===== src/rtl/int4_mac_pkg.sv =====
// Shared widths and state encoding for the INT4 dot-product MAC and its sequencer.
package int4_mac_pkg;

    localparam int unsigned NIB_W       = 4;
    localparam int unsigned VEC_W       = 264;
    localparam int unsigned LANES       = 66;
    localparam int unsigned SCALE_LANES = 2;
    localparam int unsigned DATA_LANES  = LANES - SCALE_LANES - 1;
    localparam int unsigned PROD_W      = 2 * NIB_W;
    localparam int unsigned ACC_W       = 24;

    typedef enum logic [1:0] {
        IDLE = 2'd0,
        RUN  = 2'd1,
        DONE = 2'd2
    } ctrl_state_t;

endpackage


===== src/rtl/int4_mac.sv =====
// Combinational INT4 dot product over the 63 data nibbles, optionally added to a running partial sum.
module int4_mac
    import int4_mac_pkg::*;
(
    input  logic [VEC_W-1:0] a_vec,
    input  logic [VEC_W-1:0] b_vec,
    input  logic             int4_en,
    input  logic [ACC_W-1:0] partial_sum_in,
    output logic [ACC_W-1:0] partial_sum_out
);

    logic [ACC_W-1:0]  sum;
    logic [PROD_W-1:0] prod;

    always_comb begin
        sum  = int4_en ? partial_sum_in : '0;
        prod = '0;
        for (int unsigned i = SCALE_LANES; i < SCALE_LANES + DATA_LANES; i++) begin
            prod = PROD_W'(a_vec[i*NIB_W +: NIB_W]) * PROD_W'(b_vec[i*NIB_W +: NIB_W]);
            sum  = sum + ACC_W'(prod);
        end
    end

    assign partial_sum_out = sum;

    // scale and pad nibbles never enter the product
    logic unused_lanes;
    assign unused_lanes = ^{a_vec[SCALE_LANES*NIB_W-1:0], b_vec[SCALE_LANES*NIB_W-1:0],
                            a_vec[VEC_W-1:(SCALE_LANES+DATA_LANES)*NIB_W],
                            b_vec[VEC_W-1:(SCALE_LANES+DATA_LANES)*NIB_W]};

endmodule


===== src/rtl/int4_mac_ctrl.sv =====
// Job sequencer: streams num_blk operand blocks through int4_mac, accumulates, and hands off the sum.
module int4_mac_ctrl #(
    parameter int unsigned BLK_W = 8,
    parameter int unsigned ACC_W = 24
) (
    input  logic                           clk,
    input  logic                           rst_n,
    input  logic                           start,
    input  logic [BLK_W-1:0]               num_blk,
    input  logic                           abort,
    input  logic                           in_valid,
    output logic                           in_ready,
    input  logic [int4_mac_pkg::VEC_W-1:0] a_vec,
    input  logic [int4_mac_pkg::VEC_W-1:0] b_vec,
    output logic                           out_valid,
    input  logic                           out_ready,
    output logic [ACC_W-1:0]               out_sum,
    output logic [7:0]                     out_scale_a,
    output logic [7:0]                     out_scale_b,
    output logic                           out_ovf,
    output logic                           busy
);
    import int4_mac_pkg::*;

    ctrl_state_t      state;
    ctrl_state_t      state_nxt;
    logic [BLK_W-1:0] cnt;
    logic [BLK_W-1:0] num_q;
    logic [ACC_W-1:0] acc;
    logic [ACC_W-1:0] mac_sum;
    logic [7:0]       scale_a;
    logic [7:0]       scale_b;
    logic             ovf;
    logic             beat;
    logic             first_beat;
    logic             last_beat;

    assign beat       = (state == RUN) && in_valid && !abort;
    assign first_beat = (cnt == '0);
    assign last_beat  = (cnt == num_q - BLK_W'(1));

    // ACC_W must equal the MAC partial-sum width
    int4_mac u_mac (
        .a_vec           (a_vec),
        .b_vec           (b_vec),
        .int4_en         (!first_beat),
        .partial_sum_in  (acc),
        .partial_sum_out (mac_sum)
    );

    always_ff @(posedge clk or negedge rst_n) begin
        if (!rst_n) begin
            state <= IDLE;
        end else begin
            state <= state_nxt;
        end
    end

    always_comb begin
        state_nxt = state;
        case (state)
            IDLE: if (start) state_nxt = (num_blk != '0) ? RUN : DONE;
            RUN:  if (beat && last_beat) state_nxt = DONE;
            DONE: if (out_ready) state_nxt = IDLE;
            default: state_nxt = IDLE;
        endcase
        if (abort) state_nxt = IDLE;
    end

    // Job datapath: abort wins over beat accept and job launch
    always_ff @(posedge clk or negedge rst_n) begin
        if (!rst_n) begin
            cnt     <= '0;
            num_q   <= '0;
            acc     <= '0;
            scale_a <= '0;
            scale_b <= '0;
            ovf     <= 1'b0;
        end else if (abort) begin
            cnt <= '0;
            acc <= '0;
            ovf <= 1'b0;
        end else begin
            case (state)
                IDLE: begin
                    if (start) begin
                        num_q <= num_blk;
                        cnt   <= '0;
                        if (num_blk == '0) begin
                            acc     <= '0;
                            scale_a <= '0;
                            scale_b <= '0;
                            ovf     <= 1'b0;
                        end
                    end
                end
                RUN: begin
                    if (beat) begin
                        acc <= mac_sum;
                        cnt <= cnt + BLK_W'(1);
                        if (first_beat) begin
                            scale_a <= a_vec[7:0];
                            scale_b <= b_vec[7:0];
                            ovf     <= 1'b0;
                        end else if (mac_sum < acc) begin
                            ovf <= 1'b1;
                        end
                    end
                end
                default: ;
            endcase
        end
    end

    assign in_ready    = (state == RUN) && !abort;
    assign out_valid   = (state == DONE);
    assign busy        = (state != IDLE);
    assign out_sum     = acc;
    assign out_scale_a = scale_a;
    assign out_scale_b = scale_b;
    assign out_ovf     = ovf;

endmodule

===== config.mk =====
export PLATFORM = sky130hd
export DESIGN_NAME = int4_mac_ctrl
export DESIGN_NICKNAME = d
export VERILOG_FILES = /design/src/rtl/int4_mac_pkg.sv /design/src/rtl/int4_mac.sv /design/src/rtl/int4_mac_ctrl.sv
export SDC_FILE = /design/constraint.sdc
export NUM_CORES = 2
export LEC_CHECK = 0
export CORE_MARGIN = 3
export CORE_UTILIZATION = 39
export CTS_CLUSTER_DIAMETER = 100
export DETAILED_ROUTE_END_ITERATION = 10
export PLACE_DENSITY = 0.71
export SYNTH_ARGS = -nofsm -noshare
export SYNTH_HDL_FRONTEND = slang
export SYNTH_SLANG_ARGS = --single-unit

===== constraint.sdc =====
create_clock -name clk -period 11.1 [get_ports clk]
set_input_delay 2.22 -clock clk [delete_from_list [all_inputs] [get_ports clk]]
set_output_delay 2.22 -clock clk [all_outputs]
set_load 0.005 [all_outputs]

==> flow_summary.json <==
{
  "area_of_the_mapped_netlist_um2": 40600,
  "port_buf_inserts": 577,
  "grt_max_degree": 60,
  "wl_per_cell_um": 17.9,
  "final.setup_skew_ns": 0.0105,
  "register_area_um2": 1480,
  "async_reset_ff_share_pct": 100,
  "synth.lib_cells_used.distinct": 54,
  "layout.filler_cells": 9523,
  "multi_input_area_um2": 35300,
  "timing.fmax_mhz": 82.0,
  "layout_min_cycle_time_ns": 12.20,
  "dpl.cell_count": 6497,
  "post_synth.cell_area_avg_um2": 9.71,
  "floorplan.die.width_um": 329,
  "timing.hold.worst_path_depth": 1,
  "report.final.slew_viol_count": 0,
  "clk_latency_ns": 0.34,
  "drt_iter0_drc": 1083,
  "postSynthNetCount": 6264,
  "worst_r2r_path_depth": 32,
  "worst_setup_path_start_kind": "input port",
  "postRouteWirelength_um": 117000,
  "seq_total_area_yosys_pct": 3.64,
  "worst_ep_arrival_time_ns": 12.46,
  "tightestPinTransition_ns": 1.27,
  "ctsHtreeMaxLevel": 3,
  "ant_nets": 0,
  "initial_core_util_pct": 39.6,
  "post_route_cells_drive_above_1_share_pct": 16.7,
  "placement_rows": 117,
  "clock_path_buffers": 2,
  "gr-usage-all-layers_pct": 22.3,
  "clkSinkCount": 59,
  "synth.area.top_cells": "fa_1 (49%), ha_1 (17%), inv_1 (11%), and2_1 (11%), dfrtp_1 (3.6%)",
  "critical_path_fanouts_max": 4,
  "hp-class": "register to register",
  "ys_seq_elements": 59,
  "timing_hold_violations_final": 0,
  "clk_transition_reported_paths_ns": 0.05,
  "synth.largest_area_cell": "fa_1",
  "slew-limit-headroom_pct": 15.4,
  "dp.final_hpwl_um": 111000,
  "vias": 29900,
  "worst_path_max_delay_cell": "fa_2",
  "number_of_global_route_vias_before_repair": 34800,
  "nNetsFinal": 7245,
  "die_area_um2": 108000,
  "status": "finished with violations",
  "layout_setup_ws_ns": -1.10,
  "synth_flop_cell": "dfrtp_1",
  "crit_type": "input port to register",
  "critPathMaxStageDelay_ns": 0.58,
  "initial_antenna_violation_count": 33,
  "pin_count": 586,
  "gp_routability_congestion": 0.922,
  "timing.hold.ws_ns": 0.531,
  "drv_cap": 0,
  "synth-edff-count": 0,
  "synthesis_warnings": 0,
  "root_buffer": "clkbuf_16",
  "remaining_drc_errors": 0,
  "viasPerCell": 4.56,
  "cts_buffers": 9,
  "violated_checks": "negative setup slack",
  "post_synth_inst_count": 4178,
  "area_growth_syn_to_layout_pct": 28.0,
  "grt-ovfl-total": 0,
  "die_y_um": 329,
  "floorplan.core_area_um2": 102000,
  "setup_viol": 15,
  "drt_pass1_iterations": 5,
  "global_route_wire_length_before_repair_um": 187000,
  "worstPathRequired_ns": 11.36,
  "finalCritPeriodShare_pct": 110,
  "final_cells": 6555,
  "layout_commonest_cell": "inv_1",
  "cp-end-kind": "register",
  "top_cell_type_s_share_of_synthesized_area_pct": 49.3,
  "rsz_0062_raised_after_global_routing": "true",
  "layout_common_cells": "inv_1 (1168), fa_1 (857), and2_1 (632)",
  "tritoncts_clock_tree": "yes"
}
==> final timing paths <==
check                                  startpoint                          to  slack [ns]
max                                      b_vec[9]         out_ovf$_DFFE_PN0P_       -1.10
min                        out_sum[9]$_DFFE_PN0P_      out_sum[9]$_DFFE_PN0P_        0.53
max reg2reg                    cnt[2]$_DFFE_PN0P_         out_ovf$_DFFE_PN0P_        1.87
min reg2reg                out_sum[9]$_DFFE_PN0P_      out_sum[9]$_DFFE_PN0P_        0.53
max in group asynchronous                   rst_n     out_sum[16]$_DFFE_PN0P_        8.51
min in group asynchronous                   rst_n  out_scale_b[5]$_DFFE_PN0P_        2.06
==> sequential cells by signal (all words and copies together) (netlist names) <==
register	cells
out_scale_b	8
out_ovf	1
state	2
num_q	8
out_scale_a	8
cnt	8
out_sum	24
==> repair_timing <==
item / in CTS / in global routing
setup endpoints to repair: 19 / 19
hold buffers: 0 / 0
pin swaps: 273 / 103
hold endpoints to repair: 0 / 0
buffers inserted: 20 / 10
resized for setup: 857 / 182
==> cell families after synthesis <==
group	count (synthesis)	synth area share (%)
multiplexers	7	0.191
AND/OR/NAND/NOR	1160	15.7
AO/OA/AOI/OAI	119	1.93
buffers and inverters	1257	11.7
XOR/XNOR	32	0.691
adder cells (fa/ha/maj)	1544	66.1
flip-flops	59	3.64
==> per-layer routing <==
layer | GRT usage (%) | wire, um
met1 | 26.8 | 46200
met4 | 4.32 | 2470
met2 | 42.7 | 63500
met5 | 0 | 82
met3 | 2.81 | 4990
==> worst max-delay path: cells and delay by family <==
family          cells  cell delay, ns
compound gates      7            0.97
fa+ha+maj          16            7.52
xor+xnor            1            0.12
simple gates        7            0.86
buf+inv             4            0.72
==> per-stage QoR <==
stage / instance area (um^2) / utilization [%] / setup slack, ns / TNS, ns
6_report: 51900 / 50.7 / -1.10 / -4.22
4_1_cts: 51700 / 50.4 / -0.905 / -3.40
3_3_place_gp: 50900 / 49.7 / -1.81 / -17.21
3_5_place_dp: 50900 / 49.7 / -1.87 / -17.48
2_1_floorplan: 40600 / - / -0.358 / -0.358
5_1_grt: 51900 / 50.6 / -1.34 / -7.42
==> cell type report <==
cell class / count / share of cell area, %
diodes: 25 / 0.120
clock buffers: 11 / 0.448
clock inverters: 3 / 0.0337
inverters: 1240 / 8.96
multi-input cells: 2862 / 68.0
flip-flops and latches: 59 / 2.84
well taps: 1368 / 3.30
repair buffers: 987 / 16.3
==> synthesized netlist by cell type, drive strengths merged, types with 2 or more instances <==
library cell / n
mux2: 6
nand2b: 6
nand4: 8
a221o: 3
xor2: 16
a21oi: 31
nor2: 36
a211oi: 3
ha: 546
o31ai: 4
nor2b: 7
clkbuf: 6
nor3: 9
o21ai: 33
and3: 2
nand4b: 2
inv: 1240
o22ai: 7
nor4b: 3
or4: 2
fa: 998
o21a: 3
or3: 2
buf: 11
nor4: 3
and2: 730
nand3: 24
dfrtp: 59
a22o: 16
nand2: 322
xnor2: 16
a21o: 14
Power is left out: the tool's default activity adds up to more than one toggle a clock period on the data nets, which glitch-free logic cannot reach.
